--- config.mk ---
export PLATFORM = sky130hd
export DESIGN_NAME = controller_l2
export DESIGN_NICKNAME = d
export VERILOG_FILES = /design/src/rtl/ctrl_l2_pkg.sv /design/src/rtl/controller_l2_stage_counter.sv /design/src/rtl/controller_l2.sv
export SDC_FILE = /design/constraint.sdc
export NUM_CORES = 1
export LEC_CHECK = 0
export ABC_CLOCK_PERIOD_IN_PS = 2000
export BUFFER_PORTS_ARGS = -buffer_cell sky130_fd_sc_hd__buf_2
export CORE_ASPECT_RATIO = 0.75
export CORE_MARGIN = 8
export CORE_UTILIZATION = 51
export DETAILED_ROUTE_END_ITERATION = 10
export GPL_TIMING_DRIVEN = 0
export PLACE_DENSITY_LB_ADDON = 0.1
export SLEW_MARGIN = 20
export SYNTH_ARGS = -nofsm -noshare
export SYNTH_HDL_FRONTEND = slang
export SYNTH_SLANG_ARGS = --single-unit
--- constraint.sdc ---
create_clock -name clk -period 2 [get_ports clk]
set_clock_uncertainty 0.05 [all_clocks]
set_input_delay 0.2 -clock clk [delete_from_list [all_inputs] [get_ports clk]]
set_output_delay 0.2 -clock clk [all_outputs]
set_load 0.01 [all_outputs]
--- src/rtl/ctrl_l2_pkg.sv ---
// rtl/ctrl_l2_pkg.sv - shared types and sizes for the layer-2 convolution sequencer
// Contents: FSM state encoding, counter widths, default loop sizes and the
//   packed bundle of registered controller outputs.
package ctrl_l2_pkg;

  localparam int CNT_W  = 6;   // filter, line-buffer and MAC step counters
  localparam int ADDR_W = 8;   // ifm read address and output pixel index

  localparam int DEF_FILT_WORDS = 4;
  localparam int DEF_BUFF_DEPTH = 64;
  localparam int DEF_MAC_STEPS  = 16;
  localparam int DEF_OFM_SIZE   = 256;

  typedef enum logic [2:0] {
    ST_IDLE  = 3'd0,
    ST_FILT  = 3'd1,
    ST_BUFF  = 3'd2,
    ST_WRST  = 3'd3,
    ST_WLOAD = 3'd4,
    ST_MAC   = 3'd5,
    ST_WR    = 3'd6,
    ST_DONE  = 3'd7
  } state_t;

  typedef struct packed {
    logic              busy;
    logic              done;
    logic              ifm_rd;
    logic [ADDR_W-1:0] ifm_addr;
    logic [3:0]        w_en_filter;
    logic [CNT_W-1:0]  filter_count;
    logic              w_en_buff;
    logic [CNT_W-1:0]  buff_address;
    logic              win_rst;
    logic              write_en_window;
    logic              read_en_mac;
    logic              add_en;
    logic [CNT_W-1:0]  mac_count;
    logic              wr_ofm;
    logic [ADDR_W-1:0] ofm_addr;
  } ctrl_out_t;

endpackage

--- src/rtl/controller_l2_stage_counter.sv ---
// rtl/controller_l2_stage_counter.sv - loop counter with clear, enable and terminal-count flag
// Ports: clk, rst (async active-low), clr (sync load-zero, wins over en), en,
//   last_val (terminal value), count (current), count_next (value after this edge),
//   tc (count == last_val). The counter wraps to 0 when enabled at terminal count.
module stage_counter #(
  parameter int WIDTH = 6
) (
  input  logic             clk,
  input  logic             rst,
  input  logic             clr,
  input  logic             en,
  input  logic [WIDTH-1:0] last_val,
  output logic [WIDTH-1:0] count,
  output logic [WIDTH-1:0] count_next,
  output logic             tc
);

  assign tc = (count == last_val);

  always_comb begin
    count_next = count;
    if (clr)
      count_next = '0;
    else if (en)
      count_next = tc ? '0 : count + 1'b1;
  end

  always_ff @(posedge clk or negedge rst) begin
    if (!rst)
      count <= '0;
    else
      count <= count_next;
  end

endmodule

--- src/rtl/controller_l2.sv ---
// rtl/controller_l2.sv - layer-2 convolution sequencer (filter load, line fill, window/MAC/write loop)
// Ports: clk, rst (async active-low), start, abort; outputs busy, done, ifm_rd, ifm_addr,
//   wEnFilter, filterCount, wEnBuff, buffAddress, winRst, writeEnwindow, readEnmac,
//   addEn, macCount, wrofm, ofmaddr; perf_cycles when CTRL_L2_PERF_CNT_EN is defined.
// All outputs come straight from flops; they are computed from the next state and
// next counter values so they line up with the state they describe.
module controller_l2
  import ctrl_l2_pkg::*;
#(
  parameter int FILT_WORDS = DEF_FILT_WORDS,
  parameter int BUFF_DEPTH = DEF_BUFF_DEPTH,
  parameter int MAC_STEPS  = DEF_MAC_STEPS,
  parameter int OFM_SIZE   = DEF_OFM_SIZE
) (
  input  logic              clk,
  input  logic              rst,
`ifdef CTRL_L2_PERF_CNT_EN
  output logic [15:0]       perf_cycles,
`endif
  input  logic              start,
  input  logic              abort,
  output logic              busy,
  output logic              done,
  output logic              ifm_rd,
  output logic [ADDR_W-1:0] ifm_addr,
  output logic [3:0]        wEnFilter,
  output logic [CNT_W-1:0]  filterCount,
  output logic              wEnBuff,
  output logic [CNT_W-1:0]  buffAddress,
  output logic              winRst,
  output logic              writeEnwindow,
  output logic              readEnmac,
  output logic              addEn,
  output logic [CNT_W-1:0]  macCount,
  output logic              wrofm,
  output logic [ADDR_W-1:0] ofmaddr
);

  state_t state, state_next;
  logic   clr_all, k_en, j_en, m_en, o_en;
  logic   k_tc, j_tc, m_tc, o_tc;
  logic [CNT_W-1:0]  k_cnt, k_nxt, j_cnt, j_nxt, m_cnt, m_nxt;
  logic [ADDR_W-1:0] o_cnt, o_nxt;
  ctrl_out_t out_d, out_q;

  stage_counter #(.WIDTH(CNT_W)) u_filt_cnt (
    .clk(clk), .rst(rst), .clr(clr_all), .en(k_en), .last_val(CNT_W'(FILT_WORDS - 1)),
    .count(k_cnt), .count_next(k_nxt), .tc(k_tc));
  stage_counter #(.WIDTH(CNT_W)) u_buff_cnt (
    .clk(clk), .rst(rst), .clr(clr_all), .en(j_en), .last_val(CNT_W'(BUFF_DEPTH - 1)),
    .count(j_cnt), .count_next(j_nxt), .tc(j_tc));
  stage_counter #(.WIDTH(CNT_W)) u_mac_cnt (
    .clk(clk), .rst(rst), .clr(clr_all), .en(m_en), .last_val(CNT_W'(MAC_STEPS - 1)),
    .count(m_cnt), .count_next(m_nxt), .tc(m_tc));
  stage_counter #(.WIDTH(ADDR_W)) u_ofm_cnt (
    .clk(clk), .rst(rst), .clr(clr_all), .en(o_en), .last_val(ADDR_W'(OFM_SIZE - 1)),
    .count(o_cnt), .count_next(o_nxt), .tc(o_tc));

  always_ff @(posedge clk or negedge rst) begin
    if (!rst)
      state <= ST_IDLE;
    else
      state <= state_next;
  end

  always_comb begin
    state_next = state;
    clr_all    = 1'b0;
    k_en       = 1'b0;
    j_en       = 1'b0;
    m_en       = 1'b0;
    o_en       = 1'b0;
    case (state)
      ST_IDLE: begin
        clr_all = 1'b1;
        if (start) state_next = ST_FILT;
      end
      ST_FILT: begin
        k_en = 1'b1;
        if (k_tc) state_next = ST_BUFF;
      end
      ST_BUFF: begin
        j_en = 1'b1;
        if (j_tc) state_next = ST_WRST;
      end
      ST_WRST:  state_next = ST_WLOAD;
      ST_WLOAD: state_next = ST_MAC;
      ST_MAC: begin
        m_en = 1'b1;
        if (m_tc) state_next = ST_WR;
      end
      ST_WR: begin
        o_en       = 1'b1;
        state_next = o_tc ? ST_DONE : ST_WRST;
      end
      ST_DONE: begin
        clr_all    = 1'b1;
        state_next = ST_IDLE;
      end
      default: state_next = ST_IDLE;
    endcase
    // Abort overrides every stage transition, including the final WR.
    if (abort && state != ST_IDLE && state != ST_DONE) begin
      state_next = ST_IDLE;
      clr_all    = 1'b1;
    end
  end

  always_comb begin
    out_d      = '0;
    out_d.busy = (state_next != ST_IDLE) && (state_next != ST_DONE);
    case (state_next)
      ST_FILT: begin
        out_d.ifm_rd       = 1'b1;
        out_d.ifm_addr     = ADDR_W'(k_nxt);
        out_d.w_en_filter  = 4'b1111;
        out_d.filter_count = k_nxt;
      end
      ST_BUFF: begin
        out_d.ifm_rd       = 1'b1;
        out_d.ifm_addr     = ADDR_W'(FILT_WORDS + int'(j_nxt));
        out_d.w_en_buff    = 1'b1;
        out_d.buff_address = j_nxt;
      end
      ST_WRST:  out_d.win_rst = 1'b1;
      ST_WLOAD: begin
        out_d.write_en_window = 1'b1;
        out_d.buff_address    = CNT_W'(int'(o_nxt) % BUFF_DEPTH);
      end
      ST_MAC: begin
        out_d.read_en_mac = 1'b1;
        out_d.add_en      = 1'b1;
        out_d.mac_count   = m_nxt;
      end
      ST_WR: begin
        out_d.wr_ofm   = 1'b1;
        out_d.ofm_addr = o_nxt;
      end
      ST_DONE: out_d.done = 1'b1;
      default: ;
    endcase
  end

  always_ff @(posedge clk or negedge rst) begin
    if (!rst)
      out_q <= '0;
    else
      out_q <= out_d;
  end

  assign busy          = out_q.busy;
  assign done          = out_q.done;
  assign ifm_rd        = out_q.ifm_rd;
  assign ifm_addr      = out_q.ifm_addr;
  assign wEnFilter     = out_q.w_en_filter;
  assign filterCount   = out_q.filter_count;
  assign wEnBuff       = out_q.w_en_buff;
  assign buffAddress   = out_q.buff_address;
  assign winRst        = out_q.win_rst;
  assign writeEnwindow = out_q.write_en_window;
  assign readEnmac     = out_q.read_en_mac;
  assign addEn         = out_q.add_en;
  assign macCount      = out_q.mac_count;
  assign wrofm         = out_q.wr_ofm;
  assign ofmaddr       = out_q.ofm_addr;

`ifdef CTRL_L2_PERF_CNT_EN
  // Counts cycles with busy asserted; cleared when a start is accepted.
  always_ff @(posedge clk or negedge rst) begin
    if (!rst)
      perf_cycles <= '0;
    else if (state == ST_IDLE && start)
      perf_cycles <= '0;
    else if (out_q.busy && perf_cycles != 16'hFFFF)
      perf_cycles <= perf_cycles + 16'd1;
  end
`endif

endmodule

# After elaboration in Yosys (flattened, before gate mapping)
# Index checks and enable logic that the tools add are counted.
# totals
input_bits,4
output_inout_bits,47
register_bits,76
# op_classes
reduce_logical,7
eq_ne,20
n_addsub,5
muxes,34
# op_table
cell,n
two-way mux 6 bit,9
two-way mux 8 bit,4
"== test 3 bit, second input constant",8
one-hot mux 3 bit (8 select lines),1
"adder 6 x 1 -> 6 bit, second input constant",3
two-way mux 3 bit,6
one-hot mux 9 bit (2 select lines),1
"== test 3 x 2 -> 1 bit, second input constant",4
one-hot mux 6 bit (2 select lines),1
two-way mux 1 bit,10
two-way mux 10 bit,1
two-way mux 9 bit,1
"adder 8 x 1 -> 8 bit, second input constant",1
"== test 8 bit, second input constant",1
"adder 3 x 6 -> 7 bit, first input constant",1
"== test 3 x 1 -> 1 bit, second input constant",2
"== test 6 x 2 -> 1 bit, second input constant",1
"== test 6 x 4 -> 1 bit, second input constant",1
"== test 6 bit, second input constant",1
"inequality test 3 bit, second input constant",2
nonzero test 3 bit,2
logical AND 1 bit,3
zero test 3 bit,1
OR reduction 2 bit,1

# Depth between registers and ports, before layout
# logic_depth
ltp_word,7
mapped_depth,9

# Hierarchy
# Synthesis repeated with hierarchy kept, for this count alone.
# hier_totals
hier_cells,303
area_unflattened_um2,3539.6
# by_module_without_submodules
module,seq_area_each_um2,cells_per_inst,area_each_um2,n_inst
controller_l2,1126.1,153,1838.0,1
stage_counter (u_buff_cnt ...),150.1,33,391.6,3
stage_counter (u_ofm_cnt),200.2,51,526.8,1

# Least setup slack after synthesis
# Ideal clock, no wire load.
# synth_timing
path_kind,register to register
start,register u_filt_cnt.count[0]
end,register out_q (netlist bit buffAddress[2])
arrival_time_ps,2055
stages_incl_launch_ff,10
synth_period_minus_slack_ps,2172
required_time_ps,1883
slack_ps,-172
path_cell_list,dfrtp_1 > ha_1 > nand2b_4 > or4_4 > mux2i_4 > a22oi_2 > or3_4 > inv_2 > buf_6 > a22o_1
# synth_rtl
element,line,text
"start, declared",controller_l2_stage_counter.sv:13,"output logic [WIDTH-1:0] count,"
"start signal, assigned",controller_l2_stage_counter.sv:32,count <= count_next;
"end signal, assigned",controller_l2.sv:148,out_q <= out_d;
"end, declared",controller_l2.sv:44,"ctrl_out_t out_d, out_q;"

==> run metrics <==
syn nets=296; Ys Warns=0; busiest grt layer=met2; overall die height=84.71 µm; Nets=374; Routability Congestion=0.9131; pwr dens=670.4 nW/µm²; Core Util, Final=0.6580; fillers=477; DRC violations left=0; met3 GRT Util=0.06886; DR iter-0 viols=145; Yosys top cell by area=dfrtp_1; CTS tree=done; EDFF count, synth=0; CTS Root Cell=clkbuf_8; initial antenna violation count=0; crit end category=register; Synth top area share=0.5534; vias per cell=5.226; Initial Util=0.5184; Final min period=2.272 ns; Synth Area in Compound Gates=0.1056; Clk Latency, worst-skew pair=0.35 ns; Mapped Area=3211 µm²; final worst-path cycle share=1.136; RSZ-0062 raised after global routing=yes; GR Util met2=0.2376; Clock Sinks=71; Seq cells post-synth=71; DP HPWL=4952 µm; Slew @ Worst Pin=0.6799 ns; grt ovf=0; htree depth=3; row count=25; sw frac=0.2579; syn_area_per_cell=11.19 µm²; synth top area cells=dfrtp_1, nor2_1, xor2_1; Multi-input gate area=1439 µm²; fmax=0.4401 GHz; Req. time, crit path=2.23 ns; CTS buffer count=9; Core Region=6193 µm²; layout cells sized above 1=0.3703; worst hold path type=input port to async pin; Slew Viols, Final=0; sequential share of the synthesized area=0.5534; post-synthesis mux area share=0.01364; via count=2357; outcome=finished with violations; critical path class=register to register; internal cell power=2.027 mW; Clock Tree Buf Depth=2; Switching Power=0.7047 mW; vias in the first global route=2262; WL per Instance=16.26 µm; post-synth cell types=65; Port-buffer cells=48; Area Overhead vs Synth=26.93%; Critical Path AT=2.50 ns; Post-Synthesis Cells=287; FF/Latch Area=1777 µm²; CP Launch Type=register; most used flip-flop cell after synthesis=dfrtp_1; Adder-Cell Fraction of Synth Area=0.01949; Ant. Diodes=0; number of max-cap violations=0; VDD IR-drop max=0.6391 mV; endpoints failing hold=0; Async SR Flop Fraction=1.000; WL final=7333 µm; GR Util met1=0.2225; post-place setup slack=-0.4992 ns; xor/xnor share of the synthesized area=0.05183; die footprint=9116 µm²; die width=107.6 µm; first-pass GRT wire length=11670 µm; P_leak=2.025 nW; critical path peak fanout=5; Tot Pwr=2.732 mW; sequential power share=0.538; post-synthesis simple-gate area fraction=0.2054; I/O Pins=51; worst hold margin=0.2369 ns; failing checks=negative setup slack; Setup-failing EPs final=36; relative slew slack=0.5467; clock-pin slew of the registers on the worst-case setup and hold paths=0.07 ns; antenna-violating nets left=0; DR pass1 iterations=5; final setup margin=-0.2720 ns; gr usage total=0.1665; pin count of the biggest net entering global routing=51; combinational fraction of design power=0.115; clock network power share=0.348; largest family of logic cells by synthesized area=simple AND/OR/NAND/NOR gates
[stage by stage]
stage	cell area (µm²)	std cells	TNS (ns)
final	4075	451	-4.296
after CTS	3891	442	-5.072
after detailed placement	3608	417	-14.30
after floorplan	3237	287	-1.094
after global placement	3578	416	-13.90
after global routing	4075	451	-7.604
[final timing paths]
kind,cells past startpoint,end,start,slack [ns]
hold / removal,2,filterCount[0],rst,0.24
min in group clk,2,state[1],abort,0.38
max in group asynchronous,3,u_mac_cnt.count[2],rst,1.13
setup reg to reg,9,buffAddress[2],u_filt_cnt.count[1],-0.27
setup / recovery,9,buffAddress[2],u_filt_cnt.count[1],-0.27
hold reg to reg,2,u_ofm_cnt.count[6],u_ofm_cnt.count[6],0.53
[critical path, stage by stage (launching register included)]
cell and delay [ns]:
dfrtp_1 0.41, ha_4 0.17, nand2b_4 0.05, or4_4 0.44
mux2i_4 0.21, a22oi_2 0.11, or3_4 0.38, inv_4 0.09
buf_6 0.12, a22o_1 0.16
[cells by family after synthesis]
family | after synthesis
AO/OA/AOI/OAI | 41
XOR/XNOR | 19
adder cells (fa/ha/maj) | 5
buffers and inverters | 30
flip-flops | 71
multiplexers | 3
other | 1
AND/OR/NAND/NOR | 117
[power groups by stage]
stage	Combinational, mW	Sequential, mW	Clock [mW]
detailed placement	0.267	1.50	0
global placement	0.255	1.50	0
floorplan	0.157	1.50	0
finish	0.313	1.47	0.950
global route	0.341	1.47	1.05
CTS	0.285	1.47	0.982
[area by class of cell]
class	instances	share of cell area
Inverter	13	0.01259
Buffer	14	0.02640
Clock inverter	4	0.005527
Multi-Input combinational cell	186	0.3531
Tap cell	81	0.02487
Timing Repair Buffer	70	0.1084
Sequential cell	71	0.4360
Clock buffer	12	0.03316
[registers in the layout, indices dropped and copies added (netlist names), 3 cells and up]
signal and cells:
ifm_addr 7, buffAddress 6, state 3, macCount 6, ofmaddr 8, filterCount 6
u_ofm_cnt.count 8, u_filt_cnt.count 6, u_buff_cnt.count 6, u_mac_cnt.count 6
[cells in the mapped netlist (all sizes together), types with 2 or more instances]
| library cell | instances |
|---|---|
| o2bb2ai | 2 |
| nor4 | 2 |
| nor3b | 4 |
| clkbuf | 4 |
| a31oi | 3 |
| a21boi | 2 |
| a21oi | 6 |
| nor2 | 30 |
| or2 | 4 |
| nor3 | 11 |
| or3 | 3 |
| nand3b | 3 |
| nor2b | 3 |
| nand4 | 7 |
| and2 | 7 |
| a21o | 5 |
| o22ai | 2 |
| nand2 | 16 |
| o21ai | 6 |
| xor2 | 11 |
| inv | 13 |
| ha | 5 |
| a22o | 3 |
| and4 | 2 |
| a22oi | 2 |
| mux2i | 2 |
| dfrtp | 71 |
| nand3 | 10 |
| xnor2 | 8 |
| buf | 13 |
| nand2b | 7 |
[layer usage]
layer	part of all wire	vias to the layer above
met4	0.018	0
met2	0.46	67
met1	0.45	1136
met3	0.072	15
li1	-	1139
met5	0	-
[what timing repair did]
item,4_1_cts,5_1_grt
endpoints found under the hold margin,21,0
resized for setup,14,26
gates cloned,1,0
hold buffers,1,0
setup endpoints to repair,57,55
pin swaps,7,11
setup buffers,9,10
[layout by cell type (no fill, tap or decap), drive strengths merged, types with 3 or more instances in the layout]
cell	count
a21o	5
a21oi	6
a22o	3
a31oi	3
and2	7
buf	81
clkbuf	14
clkinv	3
dfrtp	71
ha	5
inv	13
nand2	16
nand2b	7
nand3	10
nand3b	3
nand4	7
nor2	30
nor2b	3
nor3	11
nor3b	4
o21ai	6
or2	4
or3	3
xnor2	8
xor2	11
Note: power is estimated with default switching activity, not from simulation.
